`src/rtl/modem_pkg.sv`:
```
// Shared definitions for the modem datapath rate bridge.
//   fsm_state_e : sequencing states of the bridge (IDLE, FILL, RUN)
//   clog2       : constant ceil(log2) used to size pointers and counters
package modem_pkg;

  typedef enum logic [1:0] {
    ST_IDLE = 2'd0,
    ST_FILL = 2'd1,
    ST_RUN  = 2'd2
  } fsm_state_e;

  function automatic int clog2(input int value);
    int r;
    r = 0;
    while ((1 << r) < value) r++;
    return r;
  endfunction

endpackage

```
`src/rtl/sync_fifo_core.sv`:
```
// Single-clock FIFO storage for the rate bridge.
//   clk, rstn : clock, async active-low reset
//   push, pop : write / read strobes; caller never pops empty and only
//               pushes into a full FIFO together with a pop
//   flush     : synchronous clear of pointers and level (storage untouched)
//   din, dout : write data, head-of-queue data (combinational)
//   level     : occupancy 0..depth
//   full/empty: occupancy flags
module sync_fifo_core import modem_pkg::*; #(
  parameter int width = 32,
  parameter int depth = 8
) (
  input  logic                   clk,
  input  logic                   rstn,
  input  logic                   push,
  input  logic                   pop,
  input  logic                   flush,
  input  logic [width-1:0]       din,
  output logic [width-1:0]       dout,
  output logic [clog2(depth):0]  level,
  output logic                   full,
  output logic                   empty
);

  localparam int aw = clog2(depth);
  localparam logic [aw:0] full_lvl = (aw+1)'(depth);

  logic [width-1:0] mem_q [depth];
  logic [aw-1:0]    wr_ptr_q;
  logic [aw-1:0]    rd_ptr_q;
  logic [aw:0]      level_q;

  always_ff @(posedge clk or negedge rstn) begin
    if (!rstn) begin
      wr_ptr_q <= '0;
      rd_ptr_q <= '0;
      level_q  <= '0;
    end else if (flush) begin
      wr_ptr_q <= '0;
      rd_ptr_q <= '0;
      level_q  <= '0;
    end else begin
      if (push) wr_ptr_q <= wr_ptr_q + 1'b1;
      if (pop)  rd_ptr_q <= rd_ptr_q + 1'b1;
      case ({push, pop})
        2'b10:   level_q <= level_q + 1'b1;
        2'b01:   level_q <= level_q - 1'b1;
        default: level_q <= level_q;
      endcase
    end
  end

  // Storage is not reset; level/pointers define which entries are valid.
  always_ff @(posedge clk) begin
    if (push && !flush) mem_q[wr_ptr_q] <= din;
  end

  assign dout  = mem_q[rd_ptr_q];
  assign level = level_q;
  assign full  = (level_q == full_lvl);
  assign empty = (level_q == '0);

endmodule

```
`src/rtl/rate_bridge_fifo.sv`:
```
// Sample-rate bridge: accepts packed multi-channel words on an irregular
// valid strobe and emits them one every div+1 cycles once primed.
//   clk, rstn  : clock, async active-low reset
//   en         : block enable, 0 = idle and flush
//   div        : output period minus one
//   in_valid   : data_in qualifier
//   data_in    : packed samples, channel 0 in LSBs
//   data_out   : registered output word
//   out_stb    : data_out updated this cycle
//   level      : FIFO occupancy
//   ovf, udf   : sticky overflow / underflow flags
//   clr_flags  : clears ovf/udf (a same-cycle set wins)
module rate_bridge_fifo import modem_pkg::*; #(
  parameter int data_wdt = 16,
  parameter int n_ch     = 2,
  parameter int depth    = 8,
  parameter int div_wdt  = 8
) (
  input  logic                       clk,
  input  logic                       rstn,
  input  logic                       en,
  input  logic [div_wdt-1:0]         div,
  input  logic                       in_valid,
  input  logic [n_ch*data_wdt-1:0]   data_in,
  output logic [n_ch*data_wdt-1:0]   data_out,
  output logic                       out_stb,
  output logic [clog2(depth):0]      level,
  output logic                       ovf,
  output logic                       udf,
  input  logic                       clr_flags
);

  localparam int lw = clog2(depth) + 1;
  localparam logic [lw-1:0] half_lvl = lw'(depth / 2);

  logic [div_wdt-1:0]       cnt_q, cnt_d;
  fsm_state_e               state_q;
  logic [n_ch*data_wdt-1:0] data_out_q;
  logic                     out_stb_q, ovf_q, udf_q;

  logic                     tick, active, run_tick;
  logic                     push, pop, flush, ovf_set, udf_set;
  logic [n_ch*data_wdt-1:0] fifo_dout;
  logic [lw-1:0]            fifo_level;
  logic                     fifo_full, fifo_empty;

  always_comb begin
    // >= rather than == so that lowering div below the running count
    // wraps on the next cycle instead of counting through 2^div_wdt.
    tick     = en && (cnt_q >= div);
    cnt_d    = cnt_q + 1'b1;
    if (!en || tick) cnt_d = '0;
    active   = en && (state_q != ST_IDLE);
    run_tick = en && (state_q == ST_RUN) && tick;
    pop      = run_tick && !fifo_empty;
    udf_set  = run_tick && fifo_empty;
    // A full FIFO still takes a word when the same cycle pops one.
    push     = active && in_valid && (!fifo_full || pop);
    ovf_set  = active && in_valid && fifo_full && !pop;
    flush    = !en || (state_q == ST_IDLE);
  end

  always_ff @(posedge clk or negedge rstn) begin
    if (!rstn) cnt_q <= '0;
    else       cnt_q <= cnt_d;
  end

  always_ff @(posedge clk or negedge rstn) begin
    if (!rstn) begin
      state_q    <= ST_IDLE;
      data_out_q <= '0;
      out_stb_q  <= 1'b0;
      ovf_q      <= 1'b0;
      udf_q      <= 1'b0;
    end else begin
      out_stb_q <= pop;
      if (pop) data_out_q <= fifo_dout;
      ovf_q <= ovf_set | (ovf_q & ~clr_flags);
      udf_q <= udf_set | (udf_q & ~clr_flags);
      if (!en) begin
        state_q <= ST_IDLE;
      end else begin
        case (state_q)
          ST_IDLE: state_q <= ST_FILL;
          ST_FILL: if (fifo_level >= half_lvl) state_q <= ST_RUN;
          ST_RUN:  if (udf_set) state_q <= ST_FILL;
          default: state_q <= ST_IDLE;
        endcase
      end
    end
  end

  sync_fifo_core #(
    .width (n_ch * data_wdt),
    .depth (depth)
  ) u_fifo (
    .clk   (clk),
    .rstn  (rstn),
    .push  (push),
    .pop   (pop),
    .flush (flush),
    .din   (data_in),
    .dout  (fifo_dout),
    .level (fifo_level),
    .full  (fifo_full),
    .empty (fifo_empty)
  );

  assign data_out = data_out_q;
  assign out_stb  = out_stb_q;
  assign level    = fifo_level;
  assign ovf      = ovf_q;
  assign udf      = udf_q;

endmodule

```
`config.mk`:
```
export PLATFORM = sky130hd
export DESIGN_NAME = rate_bridge_fifo
export DESIGN_NICKNAME = d
export VERILOG_FILES = /design/src/rtl/modem_pkg.sv /design/src/rtl/sync_fifo_core.sv /design/src/rtl/rate_bridge_fifo.sv
export SDC_FILE = /design/constraint.sdc
export NUM_CORES = 1
export LEC_CHECK = 0
export CAP_MARGIN = 10
export CORE_MARGIN = 5
export CORE_UTILIZATION = 40
export CTS_CLUSTER_SIZE = 40
export DETAILED_ROUTE_END_ITERATION = 7
export DONT_BUFFER_PORTS = 1
export GPL_ROUTABILITY_DRIVEN = 0
export GPL_TIMING_DRIVEN = 0
export PLACE_DENSITY_LB_ADDON = 0.2
export SETUP_SLACK_MARGIN = 0.05
export SKIP_CTS_REPAIR_TIMING = 1
export SYNTH_ARGS = -nofsm -noshare
export SYNTH_HDL_FRONTEND = slang
export SYNTH_SLANG_ARGS = --single-unit
export TNS_END_PERCENT = 1
```
`constraint.sdc`:
```
create_clock -name clk -period 3.57 [get_ports clk]
set_input_delay 0.8925 -clock clk [delete_from_list [all_inputs] [get_ports clk]]
set_output_delay 0.8925 -clock clk [all_outputs]
set_load 0.02 [all_outputs]
```
; Word-level counts from Yosys, hierarchy flattened
; Memory sizes are Yosys's and may differ from the RTL's. A register that Yosys moved wholly into a read port is not among the register bits.
; Cells that the tools add are included.
[word_totals]
wordCells = 68
ff_bits = 23
ramBits = 256
n_memories = 1
[op_classes]
muxes = 13
bitwise_logic = 5
addsub = 5
order_cmp = 2
reduce_logical = 27
n_eq_ne = 7
[memory_table]
columns = memory, depth, width, read_ports, rd_ports_with_merged_regs, wr, line_no
row1 = u_fifo.mem_q, 8, 32, 1, 1, 1, sync_fifo_core.sv:28  ; logic [width-1:0] mem_q [depth];
[op_table]
columns = operator, count
row1 = two-way mux 3 bit, 4
row2 = logical AND 1 bit, 11
row3 = "adder 8 x 1 -> 8 bit, second input constant", 1
row4 = >= comparator 8 bit, 1
row5 = two-way mux 8 bit, 1
row6 = case mux 4 bit (2 select lines), 1
row7 = "adder 3 x 1 -> 3 bit, second input constant", 2
row8 = zero test 1 bit, 6
row9 = two-way mux 2 bit, 3
row10 = "inequality test 3 bit, second input constant", 2
row11 = case mux 2 bit (3 select lines), 1
row12 = nonzero test 2 bit, 3
row13 = "adder 4 x 1 -> 4 bit, second input constant", 1
row14 = "== test 2 x 1 -> 1 bit, second input constant", 2
row15 = "== test 2 bit, second input constant", 2
row16 = "== test 4 bit, second input constant", 1
row17 = ">= comparator 4 x 3 -> 1 bit, second input constant", 1
row18 = zero test 4 bit, 1
row19 = two-way mux 4 bit, 1
row20 = "subtractor 4 x 1 -> 4 bit, second input constant", 1
row21 = logical OR 1 bit, 3
row22 = nonzero test 3 bit, 1
row23 = AND 1 bit, 2
row24 = zero test 2 bit, 1
row25 = 4 further kinds, 6

; Depth between registers and ports, before layout
[logic_depth]
ltp_word = 9
ltp_mapped = 13
mapped_depth_nobuf = 13

; Cells and area by module
; Synthesis repeated with hierarchy kept, for this count alone.
[hier_totals]
cells_unflattened = 597
area_unflattened_um2 = 12508.2
[by_module_without_submodules]
columns = mod, seq_area_each_um2, area_per_inst_um2, instances, cells_each
row1 = sync_fifo_core, 7937.6, 10392.5, 1, 447
row2 = rate_bridge_fifo, 1126.1, 2115.8, 1, 150

; Least setup slack after synthesis
; No wires, ideal clock.
[synth_timing]
kind = in2reg
start = input div[7]
end = register u_fifo.level_q[3] (netlist: u_fifo.level[3])
setup_ns = 0.131
slack_ns = 0.022
t_arrival_ns = 3.417
stages = 13
t_required_ns = 3.439
cell_sequence = inv_1 ha_1 nand2_1 o21ai_0 a21oi_2 nor3_1 ha_1 a21o_1 a21o_1 nor2_1 or2_2 a211oi_1 or3_1
[synth_between]
elab_chain_len = 9
[synth_lines]
columns = element, line_no
row1 = from (decl), rate_bridge_fifo.sv:22  ; input logic [div_wdt-1:0] div,
row2 = >= comparator 8 bit *, rate_bridge_fifo.sv:50  ; tick = en && (cnt_q >= div);
row3 = logical AND 1 bit *, rate_bridge_fifo.sv:50
row4 = logical AND 1 bit *, rate_bridge_fifo.sv:54  ; run_tick = en && (state_q == ST_RUN) && tick;
row5 = logical AND 1 bit *, rate_bridge_fifo.sv:55  ; pop = run_tick && !fifo_empty;
row6 = logical OR 1 bit, rate_bridge_fifo.sv:58  ; push = active && in_valid && (!fifo_full || pop);
row7 = logical AND 1 bit, rate_bridge_fifo.sv:58
row8 = == test 2 x 1 -> 1 bit / == test 2 bit (equally long branches), sync_fifo_core.sv:45  ; case ({push, pop})
row9 = case mux 4 bit (2 select lines), sync_fifo_core.sv:45
row10 = two-way mux 4 bit, sync_fifo_core.sv:38  ; end else if (flush) begin
row11 = to (signal assigned), sync_fifo_core.sv:46  ; 2'b10: level_q <= level_q + 1'b1;
row12 = to (signal assigned), sync_fifo_core.sv:47  ; 2'b01: level_q <= level_q - 1'b1;
row13 = to (signal assigned), sync_fifo_core.sv:48  ; default: level_q <= level_q;
row14 = to (decl), sync_fifo_core.sv:31  ; logic [aw:0] level_q;
; Every way passes the cells marked *; elsewhere a longest branch is shown, timed or not.
; A chain may end at the register's enable or synchronous reset.

; Worst setup path after layout
[layout_timing]
start = register cnt_q[0]
end = register u_fifo.level_q[3] (netlist: u_fifo.level[3])
[layout_between]
elab_chain_len = 9
[layout_lines]
columns = element, line_no
row1 = from (decl), rate_bridge_fifo.sv:36  ; logic [div_wdt-1:0] cnt_q, cnt_d;
row2 = from (signal assigned), rate_bridge_fifo.sv:65  ; else cnt_q <= cnt_d;
row3 = >= comparator 8 bit *, rate_bridge_fifo.sv:50
row4 = logical AND 1 bit *, rate_bridge_fifo.sv:50
row5 = logical AND 1 bit *, rate_bridge_fifo.sv:54
row6 = logical AND 1 bit *, rate_bridge_fifo.sv:55
row7 = logical OR 1 bit, rate_bridge_fifo.sv:58
row8 = logical AND 1 bit, rate_bridge_fifo.sv:58
row9 = == test 2 x 1 -> 1 bit / == test 2 bit (equally long branches), sync_fifo_core.sv:45
row10 = case mux 4 bit (2 select lines), sync_fifo_core.sv:45
row11 = two-way mux 4 bit, sync_fifo_core.sv:38
; Marks and branches as above.

==> impl_metrics.json <==
{
  "p_clk_frac": 0.441,
  "postRouteAntennaNets": 0,
  "yosys.area_share.adder": 0.0151,
  "rows": 63,
  "synth_flop_cell": "edfxtp_1",
  "place_area_um2": 12700,
  "ys_types": 46,
  "cts-htree-levels": 1,
  "grt_max_degree": 56,
  "grt.total_usage": 0.147,
  "synth_top_family_by_area": "multiplexers",
  "pwr_density_cell_nw_per_um2": 525,
  "setup_slack_ns": 0.264,
  "synth_edf_count": 256,
  "vias": 5702,
  "synthMuxAreaShare": 0.150,
  "drive_gt1_frac": 0.206,
  "yosysWarnings": 0,
  "fin_crit_sh": 0.926,
  "cts_tree": "built",
  "fin_crit_ns": 3.31,
  "power_leakage_uw": 0.00463,
  "cts_sinks": 311,
  "rr_worst_depth": 13,
  "antenna_found_initial": 0,
  "cp-end-kind": "register",
  "totalWireLength_um": 24900,
  "final.setup.tns_ns": 0,
  "yosysTopAreaCell": "edfxtp_1",
  "synth_seq_area_share": 0.749,
  "fin_util": 0.461,
  "slew_viol_final": 0,
  "fill_cells": 2523,
  "seqPwrFrac": 0.550,
  "hold_class": "in2async",
  "clk_latency_ns": 0.55,
  "dp.final_hpwl_um": 15100,
  "grt_pass1_vias": 6104,
  "synth_compound_gate_area_share": 0.0286,
  "antennaDiodeCount": 0,
  "syn_inst": 623,
  "synth-simple-area-share": 0.0377,
  "pwr-share-comb": 0.010,
  "async_reset_ff_frac": 0.177,
  "synthTopCellsByArea": "edfxtp_1 (63%), mux4_2 (12%), dfrtp_1 (11%)",
  "root_buffer": "clkbuf_16",
  "fin_skew_ns": 0.0108,
  "worst-path-max-fanout": 7,
  "overflow": 0,
  "die_area_um2": 33800,
  "slew-limit-headroom": 0.272,
  "clock.fmax_mhz": 302,
  "tightest_slew_ns": 1.09,
  "coreArea_um2": 29800,
  "status": "complete, no violations",
  "port_buffers": 0,
  "syn_area_um2": 12100,
  "p_sw_uw": 1330,
  "ios": 84,
  "drc_errors": 0,
  "initial_core_util": 0.406,
  "clk_path_buf_depth": 3,
  "avgSynthCellArea_um2": 19.4,
  "ff2ff_setup_slack_ns": 0.26,
  "drv_cap": 0,
  "yosysTopAreaCellShare": 0.635,
  "die_w_um": 184,
  "drtIter0Drc": 302,
  "swShare": 0.185,
  "fin_nets": 721,
  "die_y_um": 184,
  "required_ns": 3.99,
  "syn-num-nets": 682,
  "arrival_ns": 3.73,
  "pre_cts_ws_ns": -0.232,
  "start_kind": "register",
  "routedWlPerCell_um": 23.2,
  "synth-xor-area-share": 0.00651,
  "holdWs_ns": 0.0400,
  "rsz0062_at_grt": "no",
  "setup_viol": 0,
  "fin_area_um2": 13700,
  "via_per_inst": 5.30,
  "firstDrtPassIters": 5,
  "irDropWorstVdd_mv": 0.362,
  "clkTransAtPathRegs_ns": 0.06,
  "grt_pass1_wl_um": 37600,
  "ys_ff_latch": 311,
  "hold_viol_final": 0,
  "synthToLayoutAreaGrowth_pct": 13.6,
  "p_int_uw": 5880,
  "crit_type": "reg2reg",
  "cts_buffers": 31
}
metal layers:
metal / vias to the layer above / global-route usage / share of wire
met5: - / 0 / 0
met4: 0 / 0.0325 / 0.018
met3: 36 / 0.0510 / 0.084
met2: 140 / 0.248 / 0.50
met1: 2966 / 0.185 / 0.40
li1: 2560 / - / -
synth_stat cells (all sizes together) (5+ instances only):
| master | n |
|---|---|
| edfxtp | 256 |
| nand3 | 5 |
| buf | 11 |
| dfrtp | 55 |
| mux2i | 37 |
| xor2 | 5 |
| a21oi | 37 |
| o21ai | 7 |
| nor2 | 51 |
| and3 | 5 |
| ha | 13 |
| nand2 | 11 |
| inv | 11 |
| clkbuf | 14 |
| mux4 | 64 |
power groups by stage:
stage / Sequential [µW] / Combinational, µW / Clock [µW]
global placement: 4040 / 65.4 / 0
global route: 3960 / 79.2 / 3420
finish: 3960 / 70.2 / 3180
floorplan: 4040 / 51.7 / 0
CTS: 3960 / 69.8 / 3270
detailed placement: 4040 / 68.9 / 0
through the flow:
step / power [µW] / std cells
after floorplan: 4090 / 623
after global placement: 4100 / 1013
after detailed placement: 4110 / 1019
after CTS: 7300 / 1075
after global routing: 7460 / 1075
final: 7210 / 1075
area by class of cell:
class                   instances  area (µm²)  share of cell area
inverters                      11        41.3             0.00300
repair buffers                  6         128             0.00928
multi-input cells             276        2900               0.211
flip-flops and latches        311        9060               0.659
plain buffers                  25         125             0.00910
clock inverters                11         139              0.0101
well taps                     390         488              0.0355
clock buffers                  45         868              0.0632
state kept, by name, indices dropped and copies added, names as in the netlist:
register	flops
data_out	32
udf	1
u_fifo.wr_ptr_q	3
u_fifo.level	4
u_fifo.rd_ptr_q	3
out_stb	1
u_fifo.mem_q	256
cnt_q	8
state_q	2
ovf	1
cell usage in the layout, fill, tap and decap left out, types with 2 or more instances in the layout:
cell type	n
edfxtp_1	256
mux4_2	64
dfrtp_1	55
nor2_1	49
mux2i_1	37
a21oi_1	36
clkbuf_16	31
clkbuf_1	24
ha_1	13
inv_1	11
nand2_1	11
buf_2	7
nand3_1	5
xor2_1	5
buf_12	5
o21ai_0	4
xnor2_1	4
clkbuf_8	4
clkinv_2	4
o21ai_1	3
buf_6	3
and3_1	3
a21o_1	3
o21a_1	3
bufinv_16	3
or3_1	2
nor2_2	2
nor3_1	2
and4b_2	2
and3b_2	2
and3_2	2
nand3b_1	2
a211oi_1	2
inv_6	2
worst max-delay path: stages (launching register included):
cell	delay, ns
dfrtp_1	0.45
inv_1	0.07
ha_1	0.27
nand2b_4	0.13
a2111o_1	0.48
a21oi_4	0.28
nor3_2	0.13
ha_1	0.31
a21o_1	0.17
a21o_1	0.20
nor2_1	0.12
or2_2	0.13
a211oi_1	0.06
or3_1	0.38
final timing paths:
check	startpoint	to
max	cnt_q[0]	u_fifo.level[3]
min	rstn	state_q[0]
max reg2reg	cnt_q[0]	u_fifo.level[3]
min reg2reg	cnt_q[7]	cnt_q[7]
max in group asynchronous	rstn	data_out[0]
min in group clk	data_in[20]	u_fifo.mem_q[2][20]
kinds of logic (layout without fill, tap and decap cells):
group,after synthesis,after routing
AO/OA/AOI/OAI,59,59
XOR/XNOR,9,9
adder cells (fa/ha/maj),14,14
buffers and inverters,36,98
flip-flops,311,311
multiplexers,101,101
AND/OR/NAND/NOR,93,93
Power figures use the tool's default switching activity.
